$ cat config.mk
export PLATFORM = sky130hd
export DESIGN_NAME = pe_result_collector
export DESIGN_NICKNAME = d
export VERILOG_FILES = /design/src/rtl/pe_result_collector.sv
export SDC_FILE = /design/constraint.sdc
export NUM_CORES = 1
export LEC_CHECK = 0
export CORE_ASPECT_RATIO = 0.5
export CORE_MARGIN = 2
export CORE_UTILIZATION = 35
export CTS_CLUSTER_SIZE = 28
export DETAILED_ROUTE_END_ITERATION = 16
export PLACE_DENSITY_LB_ADDON = 0.2
export REMOVE_ABC_BUFFERS = 1
export SLEW_MARGIN = 20
export SYNTH_ARGS = -nofsm -noshare
export SYNTH_HDL_FRONTEND = slang
export SYNTH_SLANG_ARGS = --single-unit
$ cat constraint.sdc
create_clock -name clk -period 14.1 [get_ports clk]
set_clock_uncertainty 0.05 [all_clocks]
set_input_delay 2.82 -clock clk [delete_from_list [all_inputs] [get_ports clk]]
set_output_delay 2.82 -clock clk [all_outputs]
set_load 0.05 [all_outputs]
$ cat src/rtl/pe_result_collector.sv
// Gathers PE results under round-robin arbitration, buffers them in a small FIFO
// and streams them to the output SRAM from a base address, pulsing done when the job completes.
module pe_result_collector #(
  parameter int unsigned NUM_PE     = 5,
  parameter int unsigned DATA_W     = 16,
  parameter int unsigned FIFO_DEPTH = 8,
  parameter int unsigned ADDR_W     = 12
) (
  input  logic                     clk,
  input  logic                     nRST,
  input  logic                     start,
  input  logic [7:0]               rowLen,
  input  logic [6:0]               colTiles,
  input  logic [ADDR_W-1:0]        baseAddr,
  input  logic [NUM_PE-1:0]        peValid,
  input  logic [NUM_PE*DATA_W-1:0] peResult,
  output logic [NUM_PE-1:0]        peAck,
  output logic                     wrEn,
  output logic [ADDR_W-1:0]        wrAddr,
  output logic [DATA_W-1:0]        wrData,
  input  logic                     wrReady,
  output logic                     busy,
  output logic                     done
);

  localparam int unsigned PTR_W = (NUM_PE > 1) ? $clog2(NUM_PE) : 1;
  localparam int unsigned FA_W  = (FIFO_DEPTH > 1) ? $clog2(FIFO_DEPTH) : 1;
  localparam int unsigned FC_W  = FA_W + 1;
  localparam int unsigned CNT_W = 18;

  typedef enum logic [1:0] {S_IDLE, S_COLLECT, S_DRAIN, S_DONE} state_e;

  state_e              state_q, state_d;
  logic [PTR_W-1:0]    rr_ptr_q, rr_ptr_d;
  logic [CNT_W-1:0]    acc_cnt_q, acc_cnt_d;
  logic [CNT_W-1:0]    wr_cnt_q, wr_cnt_d;
  logic [CNT_W-1:0]    expected_q, expected_d;
  logic [ADDR_W-1:0]   base_q, base_d;
  logic [FA_W-1:0]     rd_ptr_q, rd_ptr_d;
  logic [FA_W-1:0]     wr_ptr_q, wr_ptr_d;
  logic [FC_W-1:0]     fifo_cnt_q, fifo_cnt_d;
  logic [DATA_W-1:0]   mem_q [FIFO_DEPTH];
  logic [DATA_W-1:0]   mem_d [FIFO_DEPTH];

  logic [DATA_W-1:0]   pe_word_c [NUM_PE];
  logic [2*NUM_PE-1:0] vv_c;
  logic                found_c;
  logic [PTR_W-1:0]    off_c;
  logic [PTR_W:0]      sum_c;
  logic [PTR_W-1:0]    grant_idx_c;
  logic                eligible_c;
  logic                push_c;
  logic                pop_c;
  logic                fifo_ne_c;

  for (genvar g = 0; g < NUM_PE; g++) begin : g_slice
    assign pe_word_c[g] = peResult[g*DATA_W +: DATA_W];
  end

  // Rotate valids so bit 0 is the PE at rrPtr; lowest set bit is the next grant.
  assign vv_c = {peValid, peValid} >> rr_ptr_q;

  always_comb begin
    found_c = 1'b0;
    off_c   = '0;
    for (int k = NUM_PE - 1; k >= 0; k--) begin
      if (vv_c[k]) begin
        found_c = 1'b1;
        off_c   = PTR_W'(k);
      end
    end
    sum_c       = (PTR_W+1)'(rr_ptr_q) + (PTR_W+1)'(off_c);
    grant_idx_c = (sum_c >= (PTR_W+1)'(NUM_PE)) ? PTR_W'(sum_c - (PTR_W+1)'(NUM_PE))
                                                : PTR_W'(sum_c);
  end

  assign fifo_ne_c  = (fifo_cnt_q != '0);
  assign eligible_c = (state_q == S_COLLECT) && (fifo_cnt_q != FC_W'(FIFO_DEPTH)) &&
                      (acc_cnt_q < expected_q);
  assign push_c     = eligible_c && found_c;
  assign peAck      = push_c ? (NUM_PE'(1) << grant_idx_c) : '0;
  assign busy       = (state_q == S_COLLECT) || (state_q == S_DRAIN);
  assign done       = (state_q == S_DONE);
  assign wrEn       = busy && fifo_ne_c;
  assign pop_c      = wrEn && wrReady;
  assign wrData     = fifo_ne_c ? mem_q[rd_ptr_q] : '0;
  assign wrAddr     = base_q + ADDR_W'(wr_cnt_q);

  // Next-state: FIFO push/pop and counters first, then job sequencing.
  always_comb begin
    state_d    = state_q;
    rr_ptr_d   = rr_ptr_q;
    acc_cnt_d  = acc_cnt_q;
    wr_cnt_d   = wr_cnt_q;
    expected_d = expected_q;
    base_d     = base_q;
    rd_ptr_d   = rd_ptr_q;
    wr_ptr_d   = wr_ptr_q;
    fifo_cnt_d = fifo_cnt_q;
    mem_d      = mem_q;

    if (push_c) begin
      mem_d[wr_ptr_q] = pe_word_c[grant_idx_c];
      wr_ptr_d        = wr_ptr_q + FA_W'(1);
      acc_cnt_d       = acc_cnt_q + CNT_W'(1);
      rr_ptr_d        = (grant_idx_c == PTR_W'(NUM_PE - 1)) ? '0 : grant_idx_c + PTR_W'(1);
    end
    if (pop_c) begin
      rd_ptr_d = rd_ptr_q + FA_W'(1);
      wr_cnt_d = wr_cnt_q + CNT_W'(1);
    end
    case ({push_c, pop_c})
      2'b10:   fifo_cnt_d = fifo_cnt_q + FC_W'(1);
      2'b01:   fifo_cnt_d = fifo_cnt_q - FC_W'(1);
      default: fifo_cnt_d = fifo_cnt_q;
    endcase

    case (state_q)
      S_IDLE: begin
        if (start) begin
          expected_d = CNT_W'(rowLen) * CNT_W'(colTiles) * CNT_W'(NUM_PE);
          base_d     = baseAddr;
          acc_cnt_d  = '0;
          wr_cnt_d   = '0;
          rd_ptr_d   = '0;
          wr_ptr_d   = '0;
          fifo_cnt_d = '0;
          state_d    = (expected_d == '0) ? S_DONE : S_COLLECT;
        end
      end
      S_COLLECT: if (acc_cnt_d == expected_q) state_d = S_DRAIN;
      S_DRAIN:   if (wr_cnt_d == expected_q) state_d = S_DONE;
      S_DONE:    state_d = S_IDLE;
      default:   state_d = S_IDLE;
    endcase
  end

  always_ff @(posedge clk or negedge nRST) begin
    if (!nRST) begin
      state_q    <= S_IDLE;
      rr_ptr_q   <= '0;
      acc_cnt_q  <= '0;
      wr_cnt_q   <= '0;
      expected_q <= '0;
      base_q     <= '0;
      rd_ptr_q   <= '0;
      wr_ptr_q   <= '0;
      fifo_cnt_q <= '0;
      mem_q      <= '{default: '0};
    end else begin
      state_q    <= state_d;
      rr_ptr_q   <= rr_ptr_d;
      acc_cnt_q  <= acc_cnt_d;
      wr_cnt_q   <= wr_cnt_d;
      expected_q <= expected_d;
      base_q     <= base_d;
      rd_ptr_q   <= rd_ptr_d;
      wr_ptr_q   <= wr_ptr_d;
      fifo_cnt_q <= fifo_cnt_d;
      mem_q      <= mem_d;
    end
  end

endmodule
==> run metrics <==
status finished, final reports clean; GPL Wtd Cong 0.837; CP Max Fanout 19; RSZ-0062 raised after global routing no; row cnt 53; synthesized area per cell 9.41 um^2; num ports 152; Worst Tran Pin Value 1.06 ns; Core Footprint 41800 um^2; share of the yosys chip area belonging to registers 0.354; diode count 0; Initial DRC Count 832; reg2reg start rr_ptr_q[1]; vias per cell 5.03; CTS tree yes; # Max-Cap Violations 0; port buffer count 151; hold buffer count at cts 0; most common cell in the synthesized netlist dfrtp_1; kind of critical path in -> out; min-delay src mem_q[4]; Synth area leaders dfrtp_1 35%, ha_1 9.2%, mux4_2 7.3%; Cells after Synth 1572; Min-Delay Path Class reg -> reg; share of cells above drive strength 1 0.0816; drt total wl 37700 um; Synth Flop Type dfrtp_1; CP Launch Type primary input; post-synth cell types 80; top cell type's share of synthesized area 0.354; Critical Path RT 11.23 ns; Post-synth ARST share 1.00; Yosys top cell by area dfrtp_1; die width 295 um; GRT overflow 0; Synth warnings 0; max frequency 81.8 MHz; nets@finish 1945; CTS root buf clkbuf_16; Setup-failing EPs final 0; Setup crit start peValid[3]; most frequent cells after synthesis 209 x dfrtp_1, 174 x nand2_1, 172 x nor2_1; Post-DP HPWL 26500 um; Yosys reg bits 209; Initial Util 0.354; DRC 0; Max Buffers Root-to-Sink 3; Post-CTS Resized 0; Setup TNS Final 0 ns; EDFF count, synth 0; vias in the first global route 11343; Setup crit end kind primary output; ANT nets after route 0; largest net degree at the start of global routing 75; first-pass GRT wire length 60700 um; slew margin rel. 0.289; final count of hold timing violations 0; CTS Buf Count 23; initial antenna violation count 0; latest clock arrival within the worst-skew pair 0.54 ns; Total GRT Usage 0.172; clock sink count 209; fin crit share 0.867; Cell Area, Synth 14800 um^2; area delta synth->final 19.7%; DR vias 11468; DIE AREA 44000 um^2; first drt pass iteration count 4; fin crit period 12.23 ns; Post-CTS Setup Bufs 0; # H-tree levels 1; Die Y 149 um; Crit path arrival time 9.36 ns; post-DR wirelength/cell 16.5 um; Clock transition at path regs 0.06 ns; Final Max Slew Viols 0
path summary, 6_finish.rpt:
path / cells past startpoint / endpoint / slack, ns
max reg2reg: 18 / mem_q[5] / 7.34
max: 21 / peAck[3] / 1.87
max in group asynchronous: 2 / rd_ptr_q[0] / 10.31
min reg2reg: 2 / mem_q[4] / 0.42
min: 2 / mem_q[4] / 0.42
min in group asynchronous: 1 / mem_q[119] / 2.27
metal layers:
metal | vias to the layer above | GRT usage | share of wire
met2 | 175 | 0.288 | 0.46
li1 | 5726 | - | -
met1 | 5530 | 0.240 | 0.49
met4 | 0 | 0.0332 | 0.016
met5 | - | 0 | 0
met3 | 37 | 0.0237 | 0.035
logic make-up (layout without fill, tap and decap cells):
kind of cell	Yosys count	in the layout	share of synthesized area
xor gates and xnor gates	106	106	0.0668
adders and majority gates	142	142	0.137
DFF	209	209	0.354
and+or+nand+nor	539	539	0.170
buffers and inverters	171	303	0.0448
AOI/OAI and AO/OA	326	326	0.134
muxes	79	79	0.0944
cell usage in the layout (no fill, tap or decap), types with 5 or more instances in the layout:
cell / count
nor4_1: 10
mux2i_1: 26
dfrtp_1: 208
a22oi_1: 16
nand2b_1: 13
buf_4: 20
nand4_1: 13
and2_1: 48
clkbuf_16: 23
nor2b_1: 9
nand4b_1: 5
a211oi_1: 12
nand3_1: 30
o21a_1: 7
clkdlybuf4s50_1: 150
a31oi_1: 7
a21o_1: 12
nand2_1: 173
ha_1: 109
a21oi_1: 107
xor2_1: 30
and3_1: 7
nor3_1: 23
inv_1: 89
o21ai_0: 112
mux4_2: 48
fa_1: 33
clkbuf_8: 6
xnor2_1: 70
nor2_1: 172
critical path, stage by stage:
cell and delay [ns]:
clkdlybuf4s50_1 0.61, nor4bb_1 0.10, nor4_1 0.54, nand2_1 0.19
o21ai_0 0.19, a32o_1 0.22, a21oi_1 0.08, a21oi_1 0.19
ha_1 0.20, fa_1 0.47, inv_1 0.11, ha_1 0.16
nor2b_1 0.19, o21ai_0 0.11, a211oi_1 0.71, mux2i_4 0.93
inv_1 0.22, ha_1 0.27, ha_1 0.19, and3_1 0.15
clkdlybuf4s50_1 0.71
cell type report:
type,count,area [um^2]
fillers,4176,24100
multi-input cells,1192,8970
clock inverters,11,126
well taps,577,722
repair buffers,171,1670
flip-flops and latches,209,5230
clock buffers,31,656
inverters,90,338
sequential cells by signal, summed over array words and instances, names as in the netlist:
name,count
mem_q,128
acc_cnt_q,18
expected_q,18
wr_cnt_q,18
base_q,12
fifo_cnt_q,4
rd_ptr_q,3
rr_ptr_q,3
wr_ptr_q,3
state_q,2
metrics by stage:
stage / hold WS (ns) / util / std cells / setup slack [ns] / area [um^2]
after floorplan: 0.395 / - / 1491 / 3.32 / 14500
after global placement: 0.407 / 0.404 / 2239 / 2.04 / 16900
after detailed placement: 0.415 / 0.404 / 2239 / 1.91 / 16900
after CTS: 0.430 / 0.423 / 2281 / 1.90 / 17700
after global routing: 0.441 / 0.423 / 2281 / 1.49 / 17700
final: 0.424 / 0.423 / 2281 / 1.87 / 17700
Power is not shown: default switching activity piles up to over one toggle a cycle in this logic, so the estimate is an artifact.
